==> src/rtl/wb_arbiter.sv <==
// wb_arbiter: owns the register-file write port and merges two result streams.
//   - in-order pipeline writeback (p_*): no backpressure, always accepted
//   - long-latency results (l_*): valid/ready into a small FIFO
// Also tracks outstanding long-latency destinations in a pending scoreboard.
//
// Ports
//   clk, rst_n                   clock, async active-low reset
//   p_valid/p_rd/p_data          pipeline writeback
//   l_valid/l_ready/l_rd/l_data  long-latency result handshake
//   iss_valid/iss_rd             long-latency issue (sets pend)
//   stall_req                    upstream must hold p_valid=0 while high
//   rf_we/rf_waddr/rf_wdata      registered register-file write port
//   pend                         scoreboard, bit 0 always 0
module wb_arbiter #(
  parameter int FIFO_DEPTH   = 2,
  parameter int STARVE_LIMIT = 4
) (
  input  logic        clk,
  input  logic        rst_n,
  input  logic        p_valid,
  input  logic [4:0]  p_rd,
  input  logic [31:0] p_data,
  input  logic        l_valid,
  output logic        l_ready,
  input  logic [4:0]  l_rd,
  input  logic [31:0] l_data,
  input  logic        iss_valid,
  input  logic [4:0]  iss_rd,
  output logic        stall_req,
  output logic        rf_we,
  output logic [4:0]  rf_waddr,
  output logic [31:0] rf_wdata,
  output logic [31:0] pend
);

  localparam int AW = (FIFO_DEPTH > 1) ? $clog2(FIFO_DEPTH) : 1;
  localparam int CW = AW + 1;
  localparam logic [CW-1:0] FULL = CW'(FIFO_DEPTH);
  localparam logic [3:0]    SLIM = 4'(STARVE_LIMIT);

  logic [4:0]    frd_q   [FIFO_DEPTH];
  logic [31:0]   fdata_q [FIFO_DEPTH];
  logic [AW-1:0] wr_ptr_q, rd_ptr_q;
  logic [CW-1:0] cnt_q, cnt_d;
  logic [3:0]    starve_q, starve_d;
  logic [31:0]   pend_q, pend_d;
  logic          rf_we_q, rf_we_d;
  logic [4:0]    rf_waddr_q, rf_waddr_d;
  logic [31:0]   rf_wdata_q, rf_wdata_d;

  logic          fifo_ne, push, sel_fifo, sel_pipe;
  logic [4:0]    sel_rd;
  logic [31:0]   sel_data, set_vec, clr_vec;

  // l_ready looks only at the registered count: a full FIFO refuses a push
  // even in a cycle that pops, which keeps ready off the arbitration path.
  assign l_ready   = (cnt_q != FULL);
  assign stall_req = (starve_q == SLIM);
  assign fifo_ne   = (cnt_q != '0);
  assign push      = l_valid && l_ready;

  // Starved head wins outright; otherwise the pipeline has priority.
  assign sel_fifo  = fifo_ne && (stall_req || !p_valid);
  assign sel_pipe  = p_valid && !sel_fifo;
  assign sel_rd    = sel_fifo ? frd_q[rd_ptr_q]   : p_rd;
  assign sel_data  = sel_fifo ? fdata_q[rd_ptr_q] : p_data;

  always_comb begin
    cnt_d      = cnt_q + CW'(push) - CW'(sel_fifo);
    rf_we_d    = (sel_fifo || sel_pipe) && (sel_rd != 5'd0);
    rf_waddr_d = rf_waddr_q;
    rf_wdata_d = rf_wdata_q;
    if (sel_fifo || sel_pipe) begin
      rf_waddr_d = sel_rd;
      rf_wdata_d = sel_data;
    end
    starve_d = starve_q;
    if (!fifo_ne || sel_fifo) starve_d = 4'd0;
    else if (starve_q != SLIM) starve_d = starve_q + 4'd1;
    set_vec = '0;
    clr_vec = '0;
    if (iss_valid && iss_rd != 5'd0) set_vec = 32'd1 << iss_rd;
    if (sel_fifo && sel_rd != 5'd0)  clr_vec = 32'd1 << sel_rd;
    // A new issue supersedes a result retiring on the same edge.
    pend_d = ((pend_q & ~clr_vec) | set_vec) & ~32'd1;
  end

  // FIFO storage needs no reset; validity is carried by cnt_q.
  always_ff @(posedge clk) begin
    if (push) begin
      frd_q[wr_ptr_q]   <= l_rd;
      fdata_q[wr_ptr_q] <= l_data;
    end
  end

  always_ff @(posedge clk or negedge rst_n) begin
    if (!rst_n) begin
      wr_ptr_q   <= '0;
      rd_ptr_q   <= '0;
      cnt_q      <= '0;
      starve_q   <= '0;
      pend_q     <= '0;
      rf_we_q    <= 1'b0;
      rf_waddr_q <= '0;
      rf_wdata_q <= '0;
    end else begin
      if (push)     wr_ptr_q <= wr_ptr_q + AW'(1);
      if (sel_fifo) rd_ptr_q <= rd_ptr_q + AW'(1);
      cnt_q      <= cnt_d;
      starve_q   <= starve_d;
      pend_q     <= pend_d;
      rf_we_q    <= rf_we_d;
      rf_waddr_q <= rf_waddr_d;
      rf_wdata_q <= rf_wdata_d;
    end
  end

  assign rf_we    = rf_we_q;
  assign rf_waddr = rf_waddr_q;
  assign rf_wdata = rf_wdata_q;
  assign pend     = pend_q;

endmodule

==> config.mk <==
export PLATFORM = sky130hd
export DESIGN_NAME = wb_arbiter
export DESIGN_NICKNAME = d
export VERILOG_FILES = /design/src/rtl/wb_arbiter.sv
export SDC_FILE = /design/constraint.sdc
export NUM_CORES = 1
export LEC_CHECK = 0
export CAP_MARGIN = 20
export CORE_MARGIN = 1
export CORE_UTILIZATION = 50
export DETAILED_ROUTE_END_ITERATION = 8
export GPL_TIMING_DRIVEN = 0
export PLACE_DENSITY = 0.8
export SETUP_SLACK_MARGIN = 0.3
export SYNTH_ARGS = -nofsm -noshare
export SYNTH_HDL_FRONTEND = slang
export SYNTH_SLANG_ARGS = --single-unit
==> constraint.sdc <==
create_clock -name clk -period 3.5 [get_ports clk]
set_clock_uncertainty 0.1 [all_clocks]
set_input_delay 0.35 -clock clk [delete_from_list [all_inputs] [get_ports clk]]
set_output_delay 0.35 -clock clk [all_outputs]
set_load 0.02 [all_outputs]
* After elaboration in Yosys (flattened, before gate mapping)
Memories as Yosys holds them, arrays and structs flattened.
Index checks and enable logic that the tools add are counted.
** Word-level totals
- Flip-flop bits (word level) :: 77
- Bits in writable memories :: 74
- Input port bits :: 84
- Output and inout bits :: 72
- Logic and storage cells :: 47
- Memories kept :: 2
** Memories
- fdata_q :: words 2, bits a word 32, rd ports 1, clocked after Yosys merged registers in 0, wr ports 1, line 42 : logic [31:0] fdata_q [FIFO_DEPTH];
- frd_q :: words 2, bits a word 5, rd ports 1, clocked after Yosys merged registers in 0, wr ports 1, line 41 : logic [4:0] frd_q [FIFO_DEPTH];
** Cells by class
- $add $sub $neg :: 5
- Eq/ne operators :: 3
- Shift operators :: 2
- Multiplexer cells :: 8
- Bitwise operators :: 3
- Reduce and logical (&&, ||, !) cells :: 16
** Operators by type and width (count)
- two-way mux 32 bit :: 3
- left shift 1 x 5 -> 32 bit, first input constant :: 2
- AND 32 bit :: 1
- NOT 32 bit :: 1
- OR 32 bit :: 1
- nonzero test 5 bit :: 2
- two-way mux 4 bit :: 2
- logical AND 1 bit :: 6
- two-way mux 5 bit :: 1
- adder 4 x 1 -> 4 bit, second input constant :: 1
- equality test 4 x 3 -> 1 bit, second input constant :: 1
- != test 4 x 3 -> 1 bit, second input constant :: 1
- nonzero test 2 bit :: 2
- zero test 1 bit :: 3
- logical OR 1 bit :: 3
- adder 1 bit, second input constant :: 2
- adder 2 x 1 -> 2 bit :: 1
- two-way mux 1 bit :: 2
- != test 2 bit, second input constant :: 1
- subtractor 2 x 1 -> 2 bit :: 1

* Longest topological paths before layout
- Word-level depth :: 10
- Depth in mapped cells :: 9
- Gate-level depth less buffers :: 9

* Worst setup path before layout
Ideal clock, no wire load.
- Kind :: register to register
- Start point :: reg cnt_q[0]
- End point :: mem fdata_q[0][0] (enable)
- Library setup time :: 0.431 ns
- Arrival time :: 2.548 ns
- Data required time :: 2.969 ns
- Slack :: 0.420 ns
- Stages on the path, launching flop included :: 5
- Path buffers :: 1
- Clock period less this slack :: 3.080 ns
- Cells stage by stage :: dfrtp_1 buf_2 nand2b_1 nand2_1 nor2_1
** Between the ends
- Cells in the longest elaborated chain, start to end :: 4
** RTL lines
- from (decl) :: line 44 : logic [CW-1:0] cnt_q, cnt_d;
- from (signal assigned) :: line 109 : cnt_q <= cnt_d;
- != test 2 bit :: line 57 : assign l_ready = (cnt_q != FULL);
- net l_ready :: line 24 : output logic l_ready,
- logical AND 1 bit :: line 60 : assign push = l_valid && l_ready;
- two-way mux 1 bit :: line 90 : if (push) begin
- two-way mux 1 bit (not written as such) :: line 92 : fdata_q[wr_ptr_q] <= l_data;
- to (decl) :: line 42
The timed path passes the listed nets, and every way through them passes these cells.

* Worst setup path after layout
- Start point :: reg starve_q[0]
- End point :: out stall_req
** Between the ends
- Cells in the longest elaborated chain, start to end :: 1
** RTL lines
- from (decl) :: line 45 : logic [3:0] starve_q, starve_d;
- from (signal assigned) :: line 110 : starve_q <= starve_d;
- equality test 4 x 3 -> 1 bit :: line 58 : assign stall_req = (starve_q == SLIM);
- to (decl) :: line 29 : output logic stall_req,
No other way between the ends.

==> insert_results.sql <==
INSERT INTO impl_metrics (metric_group, metric, value, unit) VALUES
('sta', 'period_share', '0.863', ''),
('placement', 'dp.cells', '875', ''),
('synth', 'postSynthCellCount', '548', ''),
('synth', 'synth-seq-cells', '151', ''),
('drt', 'average_routed_wire_per_standard_cell', '20.0', 'µm'),
('sta', 'report.final.slew_viol_count', '0', ''),
('power', 'totalPowerFinal', '7.81', 'mW'),
('sta', 'hold-worst-slack', '0.314', 'ns'),
('drt', 'detailroute.via_count', '5462', ''),
('clock_network', 'cts_setup_buffers', '0', ''),
('power', 'power.share.sequential', '0.359', ''),
('power', 'proportion_of_power_drawn_by_combinational_gates', '0.426', ''),
('synth', 'netlist-cell-type-count', '42', ''),
('power', 'net-switching-power', '2.96', 'mW'),
('setup_path', 'worst-r2r-setup-slack', '1.32', 'ns'),
('synth', 'ys_seq_area_frac', '0.634', ''),
('synth', 'post_synth_main_area_contributors', 'edfxtp_1 34%, dfrtp_1 29%, mux2i_1 5.4%, a31oi_1 3.6%, nand2_1 3.6%', ''),
('worst_hold_path', 'hold_path.class', 'primary input to async pin', ''),
('sta', 'finalWorstSetupSlack', '0.481', 'ns'),
('setup_path', 'endpoint_of_the_most_critical_setup_path', 'stall_req', ''),
('synth', 'yosys_warnings', '0', ''),
('clock_network', 'worst_setup_hold_path_clk_slew', '0.06', 'ns'),
('job', 'drv_cap', '0', ''),
('die', 'rows', '41', ''),
('setup_path', 'nature_of_the_critical_path_startpoint', 'flop', ''),
('placement', 'detailedPlacementHpwl', '12700', 'µm'),
('die', 'design.portCount', '156', ''),
('die', 'die_x', '116', 'µm'),
('synth', 'synth_fp_nets', '636', ''),
('final_layout', 'seqCellArea', '4150', 'µm²'),
('drt', 'drc', '0', ''),
('drt', 'detail_route.first_pass.iterations', '6', ''),
('power', 'swShare', '0.379', ''),
('synth', 'synth_enable_flop_cells', '74', ''),
('grt', 'via_count_of_the_first_global_routing_pass', '5629', ''),
('final_layout', 'fin_cells', '908', ''),
('die', 'initial_core_util', '0.516', ''),
('sta', 'final-setup-viol-count', '0', ''),
('power', 'leakage', '3.42', 'nW'),
('die', 'design.core.area', '12700', 'µm²'),
('clock_network', 'max-clock-path-buffers', '2', ''),
('setup_path', 'critPathMaxFanout', '10', ''),
('placement', 'gp_congestion', '0.858', ''),
('synth', 'synth_async_sr_flop_share', '0.510', ''),
('power', 'clock_power_frac', '0.215', ''),
('power', 'worst_ir_drop_on_vdd', '462', 'µV'),
('final_layout', 'antenna_cells', '0', ''),
('die', 'die_outline_area', '13500', 'µm²'),
('clock_network', 'post_cts_resized', '0', ''),
('setup_path', 'critical_path.cell_chain', 'inv_1 > ha_1 > nand3b_1 > inv_1 > clkbuf_1 > clkdlybuf4s50_1', ''),
('sta', 'max_clock_freq', '0.331', 'GHz'),
('power', 'internal_power', '4.85', 'mW'),
('final_layout', 'postLayoutCoreUtil', '0.702', ''),
('setup_path', 'critical-path-slowest-cell', 'clkdlybuf4s50_1', ''),
('clock_network', 'cts.hold.buffers_added', '1', ''),
('final_layout', 'finalNetCount', '811', ''),
('die', 'chipHeight', '116', 'µm'),
('outcome', 'outcome', 'finished clean', ''),
('grt', 'grt_remaining_overflow', '0', ''),
('grt', 'grt_util_all_layers', '0.282', ''),
('sta', 'slew_headroom', '0.393', ''),
('sta', 'rsz0062_at_grt', 'no', ''),
('setup_path', 'critical_path.reg2reg.endpoint', 'frd_q[1][3]$_DFFE_PP_', ''),
('setup_path', 'path_class', 'flop to output port', ''),
('synth', 'synth_largest_area_cell', 'edfxtp_1', ''),
('setup_path', 'r2r-start', 'cnt_q[0]$_DFF_PN0_', ''),
('setup_path', 'critPathRequiredTime', '3.05', 'ns'),
('clock_network', 'worst_skew_pair.late_latency', '0.42', 'ns'),
('clock_network', 'tritoncts.num_buffers', '17', ''),
('synth', 'post_synth_instance_area', '6540', 'µm²'),
('synth', 'ys.flop_type', 'dfrtp_1', '');
==> cells in the mapped netlist, types with 2 or more instances <==
| master | instances |
|---|---|
| dfrtp_1 | 77 |
| buf_4 | 5 |
| and3b_1 | 3 |
| mux2i_1 | 35 |
| o22a_1 | 2 |
| nor2b_1 | 6 |
| nor2_1 | 15 |
| o21ai_1 | 2 |
| edfxtp_1 | 74 |
| a21oi_1 | 39 |
| a31oi_1 | 38 |
| ha_1 | 4 |
| inv_1 | 10 |
| buf_1 | 6 |
| nand3_1 | 7 |
| buf_2 | 13 |
| xnor2_1 | 4 |
| xor2_1 | 2 |
| a32oi_2 | 2 |
| o22ai_1 | 36 |
| o31ai_1 | 30 |
| and3_1 | 4 |
| nor3_1 | 39 |
| clkbuf_1 | 13 |
| and2_1 | 3 |
| nand2_1 | 62 |
| nand2b_1 | 2 |
==> cells in the final DEF, fill, tap and decap left out, types with 2 or more instances in the layout <==
master / Yosys / layout
a21oi_1: 39 / 39
a31oi_1: 38 / 38
a32oi_2: 2 / 2
and2_1: 3 / 3
and3_1: 4 / 3
and3b_1: 3 / 3
buf_1: 6 / 6
buf_2: 13 / 13
buf_4: 5 / 6
clkbuf_1: 13 / 16
clkbuf_16: 0 / 18
clkdlybuf4s50_1: 0 / 152
clkinv_1: 0 / 2
clkinv_2: 0 / 6
dfrtp_1: 77 / 77
edfxtp_1: 74 / 74
ha_1: 4 / 4
inv_1: 10 / 10
inv_4: 0 / 2
mux2i_1: 35 / 35
nand2_1: 62 / 62
nand2b_1: 2 / 2
nand3_1: 7 / 7
nor2_1: 15 / 14
nor2b_1: 6 / 6
nor3_1: 39 / 39
o21ai_1: 2 / 2
o22a_1: 2 / 2
o22ai_1: 36 / 36
o31ai_1: 30 / 30
xnor2_1: 4 / 4
xor2_1: 2 / 2
==> worst max-delay path, delay by kind of cell, from the launching register on <==
| family | cells | cell delay (ns) |
|---|---|---|
| adder cells (fa/ha/maj) | 1 | 0.15 |
| buffers and inverters | 4 | 1.37 |
| flip-flops | 1 | 0.41 |
| AND/OR/NAND/NOR | 1 | 0.21 |
==> how the worst min path moves through the flow <==
stage | endpoint
CTS | pend[20]$_DFF_PN0_
detailed placement | pend[20]$_DFF_PN0_
global placement | starve_q[0]$_DFFE_PN0P_
floorplan | cnt_q[0]$_DFF_PN0_
finish | pend[20]$_DFF_PN0_
global route | pend[20]$_DFF_PN0_
==> layout make-up <==
type,instances,area share
Inverter,10,0.00422
Multi-Input combinational cell,349,0.245
Clock buffer,21,0.0519
Sequential cell,151,0.467
Tap cell,172,0.0242
Clock inverter,11,0.00901
Buffer,38,0.0208
Timing Repair Buffer,156,0.178
==> state kept, by name, indices dropped and copies added (netlist names) <==
register  flops
cnt_q         2
rf_wdata     32
wr_ptr_q      1
rf_we         1
starve_q      4
fdata_q      64
frd_q        10
rd_ptr_q      1
rf_waddr      5
pend         31
==> through the flow <==
stage               setup TNS, ns  cell area [µm²]
global route                    0             8890
finish                          0             8890
floorplan                       0             6540
global placement           -68.74             8290
detailed placement              0             8340
CTS                             0             8890
==> logic make-up (layout without fill, tap and decap cells) <==
logic type / after synthesis / after routing / synth area share
buffers and inverters: 48 / 236 / 0.0341
muxes: 36 / 36 / 0.0570
DFF: 151 / 151 / 0.634
other: 1 / 1 / 0.000573
adders and majority gates: 4 / 4 / 0.00765
AOI/OAI and AO/OA: 155 / 155 / 0.154
and+or+nand+nor: 147 / 147 / 0.104
xor gates and xnor gates: 6 / 6 / 0.00804
==> power by group through the flow <==
stage          Clock (mW)  Combinational [mW]  Sequential (mW)
4_1_cts              1.69                3.31             2.80
2_1_floorplan           0                1.54             3.16
3_5_place_dp            0                3.29             2.82
3_3_place_gp            0                3.13             2.81
6_report             1.68                3.33             2.80
5_1_grt              1.77                3.57             2.85
==> routing by layer <==
metal | vias up | track usage | share of wire
li1 | 2427 | - | -
met1 | 2648 | 0.339 | 0.38
met3 | 46 | 0.0861 | 0.092
met4 | 0 | 0.130 | 0.026
met5 | - | 0 | 0
met2 | 341 | 0.468 | 0.50
Power figures use the tool's default switching activity.
